--- src/rtl/counter_ext.sv ---
// Bounded up/down counter with wrap or saturate behaviour, synchronous clear/load
// and an enable prescaler; wrap is a registered one-cycle pulse.
module counter_ext #(
   parameter int G_DATA_WIDTH = 8,
   parameter int G_COUNT_FROM = 0,
   parameter int G_COUNT_TO   = 128,
   parameter int G_STEP       = 1,
   parameter int G_SATURATE   = 0,
   parameter int G_PRESCALE   = 1
) (
   input  logic                    clock,
   input  logic                    reset_n,
   input  logic                    clear,
   input  logic                    load,
   input  logic [G_DATA_WIDTH-1:0] load_value,
   input  logic                    count_enable,
   input  logic                    count_down,
   output logic [G_DATA_WIDTH-1:0] count,
   output logic                    wrap,
   output logic                    at_min,
   output logic                    at_max
);

   localparam int PW = (G_PRESCALE > 1) ? $clog2(G_PRESCALE) : 1;
   localparam int XW = G_DATA_WIDTH + 1;

   // Bounds held one bit wider so count +/- step can never overflow silently.
   localparam logic [XW-1:0] C_FROM = XW'(G_COUNT_FROM);
   localparam logic [XW-1:0] C_TO   = XW'(G_COUNT_TO);
   localparam logic [XW-1:0] C_STEP = XW'(G_STEP);
   localparam logic [PW-1:0] C_PS_LAST = PW'(G_PRESCALE - 1);

   logic [G_DATA_WIDTH-1:0] count_q, count_d;
   logic [PW-1:0]           presc_q, presc_d;
   logic                    wrap_q, wrap_d;

   logic [XW-1:0] cnt_x, lv_x, up_sum, dn_lim;
   logic          tick;

   assign cnt_x  = {1'b0, count_q};
   assign lv_x   = {1'b0, load_value};
   assign up_sum = cnt_x + C_STEP;
   assign dn_lim = C_FROM + C_STEP;
   assign tick   = count_enable && (presc_q == C_PS_LAST);

   always_comb begin
      count_d = count_q;
      presc_d = presc_q;
      wrap_d  = 1'b0;
      if (clear) begin
         count_d = C_FROM[G_DATA_WIDTH-1:0];
         presc_d = '0;
      end else if (load) begin
         if (lv_x < C_FROM)
            count_d = C_FROM[G_DATA_WIDTH-1:0];
         else if (lv_x > C_TO)
            count_d = C_TO[G_DATA_WIDTH-1:0];
         else
            count_d = load_value;
         presc_d = '0;
      end else if (count_enable) begin
         presc_d = tick ? '0 : presc_q + PW'(1);
         if (tick) begin
            if (!count_down) begin
               if (up_sum <= C_TO) begin
                  count_d = up_sum[G_DATA_WIDTH-1:0];
               end else if (G_SATURATE != 0) begin
                  count_d = C_TO[G_DATA_WIDTH-1:0];
               end else begin
                  count_d = C_FROM[G_DATA_WIDTH-1:0];
                  wrap_d  = 1'b1;
               end
            end else begin
               if (cnt_x >= dn_lim) begin
                  count_d = count_q - C_STEP[G_DATA_WIDTH-1:0];
               end else if (G_SATURATE != 0) begin
                  count_d = C_FROM[G_DATA_WIDTH-1:0];
               end else begin
                  count_d = C_TO[G_DATA_WIDTH-1:0];
                  wrap_d  = 1'b1;
               end
            end
         end
      end
   end

   always_ff @(posedge clock or negedge reset_n) begin
      if (!reset_n) begin
         count_q <= C_FROM[G_DATA_WIDTH-1:0];
         presc_q <= '0;
         wrap_q  <= 1'b0;
      end else begin
         count_q <= count_d;
         presc_q <= presc_d;
         wrap_q  <= wrap_d;
      end
   end

   assign count  = count_q;
   assign wrap   = wrap_q;
   assign at_min = (count_q == C_FROM[G_DATA_WIDTH-1:0]);
   assign at_max = (count_q == C_TO[G_DATA_WIDTH-1:0]);

endmodule

--- config.mk ---
export PLATFORM = sky130hd
export DESIGN_NAME = counter_ext
export DESIGN_NICKNAME = d
export VERILOG_FILES = /design/src/rtl/counter_ext.sv
export SDC_FILE = /design/constraint.sdc
export NUM_CORES = 1
export LEC_CHECK = 0
export BUFFER_PORTS_ARGS = -buffer_cell sky130_fd_sc_hd__buf_2
export CORE_ASPECT_RATIO = 1.25
export CORE_MARGIN = 2
export CORE_UTILIZATION = 56
export DETAILED_ROUTE_END_ITERATION = 6
export HOLD_SLACK_MARGIN = 0.1
export PLACE_DENSITY = 0.94
export SYNTH_ARGS = -nofsm -noshare
export SYNTH_HDL_FRONTEND = slang
export SYNTH_SLANG_ARGS = --single-unit
--- constraint.sdc ---
create_clock -name clock -period 4.6 [get_ports clock]
set_input_delay 0.92 -clock clock [delete_from_list [all_inputs] [get_ports clock]]
set_output_delay 0.92 -clock clock [all_outputs]
set_load 0.01 [all_outputs]
Word-level counts from Yosys, hierarchy flattened
Cells that the tools add are included.
{ "word_totals": {"reg_bits": 10, "latchBits": 0, "out_inout_bits": 11, "rom_bits": 0, "ramBits": 0, "mem_count": 0} }
{ "classes": {"n_eq_ne": 1, "shifts": 0, "addsub": 3, "order_cmp": 4, "n_mux": 20, "mul": 0, "div": 0, "bitwise": 1, "reduce_logical": 5} }
{ "ops": {"columns": ["operator", "count"], "rows": [
  ["$mux 8", 9],
  ["$mux 1", 11],
  ["$add 8x1->9 const B", 1],
  ["$le 9x8->1 const B", 1],
  ["$eq 8x8->1 const B", 1],
  ["$ge 8x1->1 const B", 1],
  ["$gt 8x8->1 const B", 1],
  ["$logic_not 8->1", 1],
  ["$lt 8x1->1 const B", 1],
  ["$sub 8x1->8 const B", 1],
  ["$reduce_bool 3->1", 2],
  ["$reduce_and 2->1", 1],
  ["$add 1x1->1 const B", 1],
  ["$logic_and 1x1->1", 1],
  ["$not 1->1", 1]
]} }

Longest topological paths before layout
Gate-level depths: netlist of the first run.
{ "depth": {"ltp_word": 8, "depth_mapped": 9} }

Worst setup path after synthesis of the first run
OpenSTA, ideal clock, no wires.
{ "synth_timing": {"kind": "flip-flop to flip-flop", "start": "register count_q[0], in the netlist count[0]", "end": "register count_q[5], in the netlist count[5]", "stages_incl_launch_ff": 9, "t_required_ps": 4482, "setup_ps": 118, "n_path_buf": 1, "arrival_time_ps": 2084, "synth_period_minus_slack_ps": 2203, "path_slack_ps": 2397, "cell_sequence": "dfrtp_1 > buf_2 > inv_1 > ha_1 > or3b_4 > o31ai_4 > nor4_1 > o31a_1 > a21o_1"} }
{ "synth_between": {"elab_chain_cells": 8, "word_cells_on_any_way": 11, "classes_between": "add/sub: 2; order compare: 2; mux: 7"} }
{ "synth_rtl": {"columns": ["element", "line_no", "text"], "rows": [
  ["from (decl)", "33", "logic [G_DATA_WIDTH-1:0] count_q, count_d;"],
  ["from (signal assigned)", "89", "count_q <= C_FROM[G_DATA_WIDTH-1:0];"],
  ["from (signal assigned)", "93", "count_q <= count_d;"],
  ["$add 8x1->9", "42", "assign up_sum = cnt_x + C_STEP;"],
  ["$le 9x8->1", "65", "if (up_sum <= C_TO) begin"],
  ["$mux 8", "65", null],
  ["$mux 8 *", "64", "if (!count_down) begin"],
  ["$mux 8 *", "63", "if (tick) begin"],
  ["$mux 8 *", "61", "end else if (count_enable) begin"],
  ["$mux 8 *", "53", "end else if (load) begin"],
  ["$mux 8 *", "50", "if (clear) begin"]
]} }
Every way passes the cells marked *; elsewhere a longest branch is shown, timed or not. The select of a mux whose other input is x is not followed.
A chain may end at the register's enable or synchronous reset.

Final worst setup path of the first run
{ "layout_timing": {"start": "register count_q[0], in the netlist count[0]", "end": "output port at_min"} }
{ "layout_between": {"elab_chain_cells": 1} }
{ "layout_rtl": {"columns": ["element", "line_no", "text"], "rows": [
  ["$logic_not 8->1", "101", "assign at_min = (count_q == C_FROM[G_DATA_WIDTH-1:0]);"],
  ["to (decl)", "20", "output logic at_min,"]
]} }
No other way between the ends.

==> results of run 1 <==
## through the flow
step,util [%],setup slack (ps),cells,instance area [um^2]
after floorplan,-,2397,146,1179
after global placement,63.57,2099,179,1260
after detailed placement,63.57,2098,179,1260
after CTS,65.40,2133,183,1296
after global routing,65.40,2004,183,1296
final,65.40,2114,183,1296
## where the power goes
part	internal (mW)	total, mW	leakage [nW]	switching (mW)
clock network	0.0483	0.0846	0.0210	0.0364
registers	0.0934	0.116	0.135	0.0229
logic	0.0508	0.112	0.380	0.0616
## worst register-to-register path: stages (launching register included)
cell and delay, ps:
dfrtp_1 620, ha_1 350, and3_1 250, nand2b_1 170, o2111a_1 260, o2111ai_4 200, o221a_1 320, o2bb2ai_1 160
## routing by layer
metal  vias to the layer above  track usage, %  share of wire [%]
li1                        580               -                  -
met1                       540           35.40                 40
met2                        59           44.29                 50
met3                        13           2.614                5.6
met4                         0           13.87                4.2
met5                         -               0                  0
## cell usage in the layout, fill, tap and decap left out, drive strengths merged, types with 4 or more instances in the layout
| cell type | n |
|---|---|
| buf | 24 |
| nand2 | 15 |
| dfrtp | 10 |
| nor2 | 9 |
| a21oi | 9 |
| nand2b | 8 |
| inv | 6 |
| nor3 | 6 |
| o21ai | 6 |
| nor2b | 5 |
| ha | 5 |
| a211o | 4 |
| a211oi | 4 |
| nand3 | 4 |
| o31ai | 4 |
| clkbuf | 4 |
## kinds of logic after synthesis
kind of cell | count (synthesis)
simple gates | 65
compound gates | 46
buf+inv | 17
flops | 10
fa+ha+maj | 5
xor+xnor | 2
mux | 1
## state kept, by name, indices dropped and copies added (netlist names)
name,count
wrap,1
presc_q,1
count,8
## worst min path at each step
stage / startpoint / endpoint / slack (ps)
6_report: reset_n / count[0]$_DFFE_PN0P_ / 480
5_1_grt: reset_n / presc_q$_DFFE_PN0P_ / 500
4_1_cts: reset_n / count[2]$_DFFE_PN0P_ / 490
3_5_place_dp: presc_q$_DFFE_PN0P_ / presc_q$_DFFE_PN0P_ / 590
3_3_place_gp: presc_q$_DFFE_PN0P_ / presc_q$_DFFE_PN0P_ / 540
2_1_floorplan: presc_q$_DFFE_PN0P_ / presc_q$_DFFE_PN0P_ / 520
## final cells by class
cell class	instances	area [um^2]
inverter	6	22.52
sequential	10	250.2
fill	156	685.7
timing repair buffer	24	120.1
tap	20	25.02
clock buffer	4	36.28
multi-input combinational	119	842.1
==> summary.txt, run 1 <==
Yosys
  • Synth Register Bits: 10
  • Synth cell types: 50
  • Async SR Flop Fraction: 100.0%
  • Most common cell in the synthesized netlist: nand2_1
  • Largest family of logic cells by synthesized area: compound AO/OA/AOI/OAI gates
  • Mux cell area share after synthesis: 0.9554%
  • Largest area contributor in the netlist: dfrtp_1
  • Sequential share of the synthesized area: 21.23%
  • Adder-cell share of the synthesized area: 5.308%
  • Ys flop type: dfrtp_1
  • XOR/XNOR share of the synthesized area: 1.486%
  • Top cells by count, synth: 14 x nand2_1, 10 x dfrtp_1, 9 x a21oi_1, 9 x nor2_1, 8 x nand2b_1
  • Avg Cell Area, Syn: 8.073 um^2
  • Synth top area cells: dfrtp_1 21%, ha_1 5.3%, nand2_1 4.5%, nand2b_1 4.2%, a21oi_1 3.8%
  • Yosys warns: 0
  • EDFF count, synth: 0
  • Syn Inst Count: 146
  • Synth Area in Compound Gates: 32.27%
  • Syn_nets: 165
  • Mapped cell area: 1179 um^2
  • Share of the synthesized area in the top cell type: 21.23%
  • Simple-gate area share of the yosys netlist: 31.42%

Placed design
  • GP Congestion: 1.017
  • DP HPWL: 2310 um
  • Port Buffers: 24

Global route
  • Initial antenna violation count: 0
  • First-pass GRT wire length: 5168 um
  • Tot GR Track Use: 27.55%
  • Largest net degree at the start of global routing: 18
  • Vias in the first global route: 1086
  • Remaining Overflow, GRT: 0

Clock network
  • Clk buf depth: 2
  • Clock Latency Late Sink: 280 ps
  • Post-cts resize count: 0
  • Hold buffer count at cts: 0
  • Clock-pin slew on the worst setup and hold paths: 70 ps
  • Max H-tree Level: 1
  • Clock Tree Root: clkbuf_4
  • CTS Buf Count: 3
  • Setup bufs post-CTS: 0
  • CTS tree: yes
  • Number of clock sinks: 10

Run
  • Maxcap violations: 0

Floorplan
  • Die area: 2490 um^2
  • Initial Util: 59.47%
  • Die Y: 55.29 um
  • Die width: 45.04 um
  • Rows: 18
  • IO Pins: 25
  • Core area: 1982 um^2

Setup path
  • Slowest CP cell: dfrtp_1
  • Critical Path Start: count[0]$_DFFE_PN0P_
  • Crit start category: register
  • FF-to-FF Start: count[0]$_DFFE_PN0P_
  • Worst path bufs/invs: 2
  • RR Endpoint: count[2]$_DFFE_PN0P_
  • WP data required: 3680 ps
  • Arr. time, crit path: 1570 ps
  • Worst Setup End Kind: output pin
  • Max FO, Critical Path: 14
  • Critical setup path kind: register to output pin
  • Cell family with most CP delay: flip-flops
  • Critical path depth in cells: 5
  • Max incr delay on CP: 620 ps
  • Critical-path cell list: inv_1 > ha_1 > nand3_1 > nor2_1 > buf_2
  • Reg2Reg Depth: 7
  • Internal reg-to-reg setup slack: 2190 ps
  • Setup crit end: at_min

Route
  • DRC viols: 0
  • Post-DRT Antenna Nets: 0
  • DRT Wirelength: 3080 um
  • Avg WL per Cell: 16.83 um
  • Initial drt markers: 57
  • Via Count: 1192
  • Pre-antenna DRT Iters: 4
  • Via/cell ratio: 6.514

Timing
  • FMAX: 402.3 MHz
  • Sum Neg Setup Slack: 0 ps
  • Max Clock Skew: 3.043 ps
  • Tcrit/Tclk final: 54.04%
  • Measured slew at the worst slew-check pin: 971.8 ps
  • Hold Slack: 483.5 ps
  • RSZ-0062 raised after global routing: no
  • Fin crit period: 2486 ps
  • Slew headroom: 34.72%
  • Max-slew violations: 0
  • Final Hold Viols: 0
  • Final-report setup violation count: 0

Status
  • Status: finished, final reports clean

Power and ir drop
  • Tot Pwr: 313.3 uW
  • Worst IR Drop VDD: 0.2272 mV
  • Power Density: 241.7 nW/um^2
  • LEAKAGE: 0.5359 nW

Min path
  • Min-Delay Path Class: input pin to asynchronous set/reset pin

Layout
  • # diodes: 0
  • Nets: 183
  • Area Overhead vs Synth: 9.979%
  • Share of cells above drive strength 1: 24.54%
Power figures use the tool's default switching activity.
==> run 2: changes to the inputs <==
- CORE_UTILIZATION: 56 -> 49
- PLACE_DENSITY: 0.94 -> 0.88
- clock period: 4.6 -> 2 ns (I/O delays scaled with it)
==> run 2 against run 1 <==
  * The run now ends with setup timing left
  * Sequential share of layout area is 3.8 points lower
  * Clock power increased by 140%
  * Sequential cell count unchanged
  * Cell count is 23% higher
  * Core utilization increased by 7.8 points
  * Final area grew 26%
  * Non-clock buffer count grew 32
  * Highest routed layer unchanged
==> summary.txt, run 2 (synthesis results as in run 1) <==
Route
  • Via/cell ratio: 6.991 (+7.3%)
  • Avg WL per Cell: 21.62 um (+28%)
  • Via Count: 1580 (+33%)
  • Pre-antenna DRT Iters: 5 (+1)
  • DRC viols: 0 (unchanged)
  • Initial drt markers: 179 (+210%)
  • DRT Wirelength: 4886 um (+59%)
  • Post-DRT Antenna Nets: 0 (unchanged)

Clock network
  • Clock-pin slew on the worst setup and hold paths: 90 ps (+20 ps)
  • Clock Latency Late Sink: 290 ps (about the same)
  • CTS Buf Count: 3 (unchanged)
  • Number of clock sinks: 10 (unchanged)
  • Max H-tree Level: 1 (unchanged)
  • Clock Tree Root: clkbuf_4
  • Clk buf depth: 2 (unchanged)
  • CTS tree: yes

Global route
  • Tot GR Track Use: 32.60% (+5.0 points)
  • Largest net degree at the start of global routing: 17 (-1)
  • Initial antenna violation count: 0 (unchanged)
  • Remaining Overflow, GRT: 0 (unchanged)
  • Vias in the first global route: 1414 (+30%)
  • First-pass GRT wire length: 6603 um (+28%)

Layout
  • Commonest cells after routing, fill and taps aside: 27 x buf_4, 24 x buf_2, 13 x nand2_1
  • # diodes: 0 (unchanged)
  • FILL cells: 154 (-1.3%)
  • Nets: 215 (+17%)
  • Leading cell type in the layout, fill and taps excluded: buf_4
  • Cell Count, Final, Fillers Out: 226 (+23%)
  • Finished Core Util: 73.18% (+7.8 points)
  • Max reg flops: 8 (unchanged)
  • Area Overhead vs Synth: 38.75%
  • Share of cells above drive strength 1: 44.10% (+20 points)

Setup path
  • WP data required: 2170 ps (-1510 ps)
  • Crit start category: register
  • Worst Setup End Kind: register
  • Slowest CP cell: dfrtp_2
  • Critical setup path kind: register to register
  • Max incr delay on CP: 460 ps (-160 ps)
  • Arr. time, crit path: 2450 ps (+880 ps)
  • Max FO, Critical Path: 5 (-9)
  • Critical-path cell list: buf_6 > inv_4 > ha_4 > or3b_4 > o31ai_4 > buf_4 > a211oi_2 > a221o_1

Status
  • Failing checks: setup timing
  • Status: finished with violations

Timing
  • Tcrit/Tclk final: 114.0%
  • Final Hold Viols: 0 (unchanged)
  • Slew headroom: 72.54% (+38 points)
  • Final worst slack: -279.8 ps (-2394 ps)
  • Max Clock Skew: 19.86 ps (+16.81 ps)
  • Final-report setup violation count: 11 (+11)
  • Measured slew at the worst slew-check pin: 412.0 ps (-559.8 ps)
  • Fin crit period: 2280 ps
  • FMAX: 438.6 MHz
  • Max-slew violations: 0 (unchanged)
  • RSZ-0062 raised after global routing: yes
  • Hold Slack: 284.9 ps (-198.6 ps)

Placed design
  • Setup WS pre-CTS: -111.4 ps (-2209 ps)
  • Cells after DPL: 214 (+20%)
  • GP Congestion: 0.9743 (-4.2%)
  • Port Buffers: 24 (unchanged)
  • DP HPWL: 2830 um (+23%)

Power and ir drop
  • Power Density: 543.3 nW/um^2 (+120%)
  • Tot Pwr: 888.5 uW (+180%)
  • LEAKAGE: 0.7104 nW (+33%)
  • Worst IR Drop VDD: 0.5094 mV (+120%)

Floorplan
  • Die area: 2816 um^2 (+13%)
  • Rows: 19 (+1)
  • Die Y: 58.84 um (+6.4%)
  • IO Pins: 25 (unchanged)
  • Core area: 2235 um^2 (+13%)
  • Die width: 47.87 um (+6.3%)
  • Initial Util: 52.74% (-6.7 points)

Run
  • Maxcap violations: 0 (unchanged)

Min path
  • Min-Delay Path Class: input pin to register
-- run 2: layout make-up --
class	instances	area, um^2	area share, %
Clock buffer	4	36.28	2.219
Multi-Input combinational cell	119	904.6	55.32
Timing Repair Buffer	56	377.9	23.11
Sequential cell	10	252.7	15.46
Inverter	6	25.02	1.530
Tap cell	31	38.79	2.372
-- run 2: power by group --
group	switching (mW)	total, mW	leakage [nW]	internal, mW
Clock	0.0899	0.201	0.0210	0.111
Sequential	0.0205	0.237	0.132	0.216
Combinational	0.251	0.451	0.558	0.200
-- run 2: layer usage --
layer / GRT usage (%) / wire length [um]
met4: 21.62 / 449
met5: 0 / 0
met2: 51.81 / 2175
met3: 4.294 / 549
met1: 39.20 / 1711
-- run 2: final timing paths --
path                       cells past startpoint                 start                    to  slack, ps
max in group asynchronous                      2               reset_n  count[7]$_DFFE_PN0P_       1230
min in group asynchronous                      2               reset_n        wrap$_DFF_PN0_        520
setup reg to reg                               8  count[1]$_DFFE_PN0P_  count[0]$_DFFE_PN0P_       -280
hold / removal                                 2          count_enable   presc_q$_DFFE_PN0P_        280
hold reg to reg                                1   presc_q$_DFFE_PN0P_   presc_q$_DFFE_PN0P_        550
setup / recovery                               8  count[1]$_DFFE_PN0P_  count[0]$_DFFE_PN0P_       -280
-- run 2: through the flow --
step                area, um^2  TNS, ps
finish                    1635    -1779
global route              1635    -2143
CTS                       1569   -473.5
detailed placement        1480   -579.7
global placement          1480   -69.52
floorplan                 1217   -31.72
-- run 2: timing repair --
item                                    in CTS  in global routing
gates resized for setup                      6                  9
endpoints found under the hold margin       10                  0
pin swaps                                    2                  9
buffers inserted                             3                  4
endpoints found under the setup margin       9                 11
hold buffers                                 1                  0
-- run 2: worst max-delay path: cells and delay by family, from the launching register on --
kind	cells	cell delay, ps
fa+ha+maj	1	120
simple gates	1	420
compound gates	3	770
flops	1	460
buf+inv	3	390
==> run 3: changes to the inputs <==
- ABC_AREA: not set -> 1
- CORE_UTILIZATION: 49 -> 47
- PLACE_DENSITY: 0.88 -> 0.87
==> run 3 against run 2 <==
  * The flow now finishes without violations
  * Core utilization shrank 13 points
  * Via count down 23%
  * Critical path depth is 3 lower
==> summary.txt, run 3 <==
Yosys
  • Sequential share of the synthesized area: 24.63% (+3.4 points)
  • Mapped cell area: 1016 um^2 (-14%)
  • Ys flop type: dfrtp_1
  • Syn Inst Count: 169 (+16%)
  • Async SR Flop Fraction: 100.0% (unchanged)
  • Mux cell area share after synthesis: 0% (-0.96 points)
  • Adder-cell share of the synthesized area: 6.158% (+0.85 points)
  • Most common cell in the synthesized netlist: nand2_1
  • Synth cell types: 25 (-50%)
  • Yosys warns: 0 (unchanged)
  • Avg Cell Area, Syn: 6.012 um^2 (-26%)
  • Synth top area cells: dfrtp_1 25%, nand2_1 20%, nand3_1 8.9%, inv_1 7.0%, nor2_1 6.3%
  • Top cells by count, synth: 55 x nand2_1, 19 x inv_1, 18 x nand3_1, 17 x nor2_1, 10 x dfrtp_1
  • Synth Register Bits: 10 (unchanged)
  • Largest area contributor in the netlist: dfrtp_1
  • Synth Area in Compound Gates: 12.07% (-20 points)
  • Simple-gate area share of the yosys netlist: 43.47% (+12 points)
  • Syn_nets: 188 (+14%)
  • XOR/XNOR share of the synthesized area: 4.310% (+2.8 points)
  • Share of the synthesized area in the top cell type: 24.63% (+3.4 points)
  • EDFF count, synth: 0 (unchanged)
  • Largest family of logic cells by synthesized area: simple AND/OR/NAND/NOR gates

Timing
  • Final Hold Viols: 0 (unchanged)
  • Tcrit/Tclk final: 89.63% (-24 points)
  • Sum Neg Setup Slack: 0 ps (+1779 ps)
  • Max Clock Skew: 0.6936 ps (-19.16 ps)
  • Max-slew violations: 0 (unchanged)
  • Final-report setup violation count: 0 (-11)
  • FMAX: 557.8 MHz (+27%)
  • Slew headroom: 72.14% (-0.40 points)
  • RSZ-0062 raised after global routing: no
  • Measured slew at the worst slew-check pin: 415.2 ps (+3.220 ps)
  • Fin crit period: 1793 ps (-487.2 ps)

Setup path
  • Max FO, Critical Path: 7 (+2)
  • FF-to-FF Start: count[1]$_DFFE_PN0P_
  • Reg2Reg Depth: 11 (+3)
  • WP data required: 1600 ps (-570 ps)
  • Critical setup path kind: register to output pin
  • Crit start category: register
  • Internal reg-to-reg setup slack: 250 ps (+530 ps)
  • Worst Setup End Kind: output pin
  • Slowest CP cell: dfrtp_2
  • Critical-path cell list: inv_2 > ha_1 > nand2_1 > nor3_2 > buf_2
  • RR Endpoint: count[4]$_DFFE_PN0P_
  • Arr. time, crit path: 1390 ps (-1060 ps)
  • Max incr delay on CP: 460 ps (about the same)

Clock network
  • Clock Latency Late Sink: 270 ps (-20 ps)
  • CTS Buf Count: 3 (unchanged)
  • Max H-tree Level: 1 (unchanged)
  • Clk buf depth: 2 (unchanged)
  • Number of clock sinks: 10 (unchanged)
  • Clock Tree Root: clkbuf_4
  • CTS tree: yes
  • Setup bufs post-CTS: 0 (-3)
  • Clock-pin slew on the worst setup and hold paths: 60 ps (-30 ps)

Status
  • Status: finished, final reports clean

Min path
  • Min-Delay Path Class: input pin to register
  • Worst hold path depth: 2 (unchanged)
  • Hold EP: presc_q$_DFFE_PN0P_
  • Hold Crit Start: count_enable

Route
  • Initial drt markers: 27 (-85%)
  • Via Count: 1212 (-23%)
  • Via/cell ratio: 5.611 (-20%)
  • Avg WL per Cell: 12.25 um (-43%)
  • Pre-antenna DRT Iters: 4 (-1)
  • DRT Wirelength: 2645 um (-46%)
  • Post-DRT Antenna Nets: 0 (unchanged)
  • DRC viols: 0 (unchanged)

Layout
  • Fin area: 1197 um^2 (-27%)
  • Commonest cells after routing, fill and taps aside: 55 x nand2_1, 24 x buf_2, 18 x inv_1, 18 x nand3_1, 17 x nor2_1
  • # diodes: 0 (unchanged)
  • Finished Core Util: 59.74% (-13 points)
  • Max reg flops: 8 (unchanged)
  • Leading cell type in the layout, fill and taps excluded: nand2_1
  • Share of cells above drive strength 1: 20.92% (-23 points)
  • Area Overhead vs Synth: 17.86%
  • Nets: 216 (+0.47%)

Power and ir drop
  • Sw frac: 38.77% (-1.9 points)
  • Clk network pwr share: 25.8% (+3.2 points)
  • Pint: 427.3 uW (-19%)
  • Comb power frac: 38.4% (-12 points)
  • P_sw: 270.5 uW (-25%)
  • Worst IR Drop VDD: 0.5441 mV (+6.8%)
  • Flop pwr share: 35.8% (+9.2 points)
  • Power Density: 582.8 nW/um^2 (+7.3%)
  • LEAKAGE: 0.6511 nW (-8.3%)

Floorplan
  • Rows: 18 (-1)
  • IO Pins: 25 (unchanged)
  • Initial Util: 50.69% (-2.1 points)
  • Die width: 45.59 um (-4.8%)
  • Die Y: 55.98 um (-4.9%)
  • Core area: 2004 um^2 (-10%)
  • Die area: 2552 um^2 (-9.4%)

Placed design
  • Area after DPL: 1145 um^2 (-23%)
  • DP HPWL: 2152 um (-24%)
  • Port Buffers: 24 (unchanged)
  • GP Congestion: 0.9500 (-2.5%)

Global route
  • Vias in the first global route: 1038 (-27%)
  • Tot GR Track Use: 23.06% (-9.5 points)
  • Largest net degree at the start of global routing: 12 (-5)
  • First-pass GRT wire length: 4409 um (-33%)
  • Initial antenna violation count: 0 (unchanged)
  • Remaining Overflow, GRT: 0 (unchanged)

Run
  • Maxcap violations: 0 (unchanged)
run 3: cell count changes after synthesis, moves of 4 or more:
cell      before  now
nand2_1       14   55
nand3_1        3   18
inv_1          6   19
nand2b_1       8    0
nor2_1         9   17
buf_2          6    1
nor2b_1        5    0
o21ai_1        0    5
a211o_1        4    0
xor2_1         0    4
run 3: cell families after synthesis:
logic type / Yosys count
AO/OA/AOI/OAI: 23
XOR/XNOR: 5
adder cells (fa/ha/maj): 5
buffers and inverters: 23
flip-flops: 10
AND/OR/NAND/NOR: 103
run 3: worst max path at each step:
stage	start	end	slack, ps	depth (start not counted)
after floorplan	count[0]$_DFFE_PN0P_	count[7]$_DFFE_PN0P_	380	12
after global placement	count[0]$_DFFE_PN0P_	count[4]$_DFFE_PN0P_	170	11
after detailed placement	count[0]$_DFFE_PN0P_	count[4]$_DFFE_PN0P_	130	11
after CTS	count[0]$_DFFE_PN0P_	at_max	80	5
after global routing	count[1]$_DFFE_PN0P_	count[4]$_DFFE_PN0P_	50	11
final	count[0]$_DFFE_PN0P_	at_max	210	5
run 3: through the flow:
step	power [mW]	std cells	hold slack [ps]	setup slack [ps]
finish	0.6979	216	299.5	207.3
CTS	0.6960	216	291.6	83.96
floorplan	0.4310	169	104.4	382.1
global route	0.7586	216	301.6	46.66
global placement	0.5099	211	269.1	169.2
detailed placement	0.5118	211	270.8	131.7
run 3: routing by layer:
metal  vias up  share of wire [%]  global-route usage, %
met1       551                 40                  28.00
met5         -                  0                      0
met3        10                6.6                  6.169
li1        601                  -                      -
met2        50                 49                  35.41
met4         0                4.6                  12.61
run 3: repair_timing:
item	in CTS	in global routing
endpoints found under the setup margin	0	4
hold buffers	1	0
resized for setup	0	4
hold endpoints to repair	10	0
run 3: power by group through the flow:
stage,clock (mW),combinational (mW),sequential (mW)
2_1_floorplan,0,0.181,0.250
3_3_place_gp,0,0.258,0.252
3_5_place_dp,0,0.259,0.252
4_1_cts,0.185,0.262,0.248
5_1_grt,0.201,0.305,0.253
6_report,0.180,0.268,0.250
run 3: critical path, delay by kind of cell, from the launching register on:
kind / cells / cell delay [ps]
flops: 1 / 460
simple gates: 2 / 220
buf+inv: 2 / 280
fa+ha+maj: 1 / 160
run 3: area by class of cell:
class / instances / area (um^2)
multi-input cells: 136 / 675.6
well taps: 20 / 25.02
inverters: 21 / 78.83
repair buffers: 25 / 130.1
fillers: 210 / 807.0
clock buffers: 4 / 36.28
flip-flops and latches: 10 / 251.5
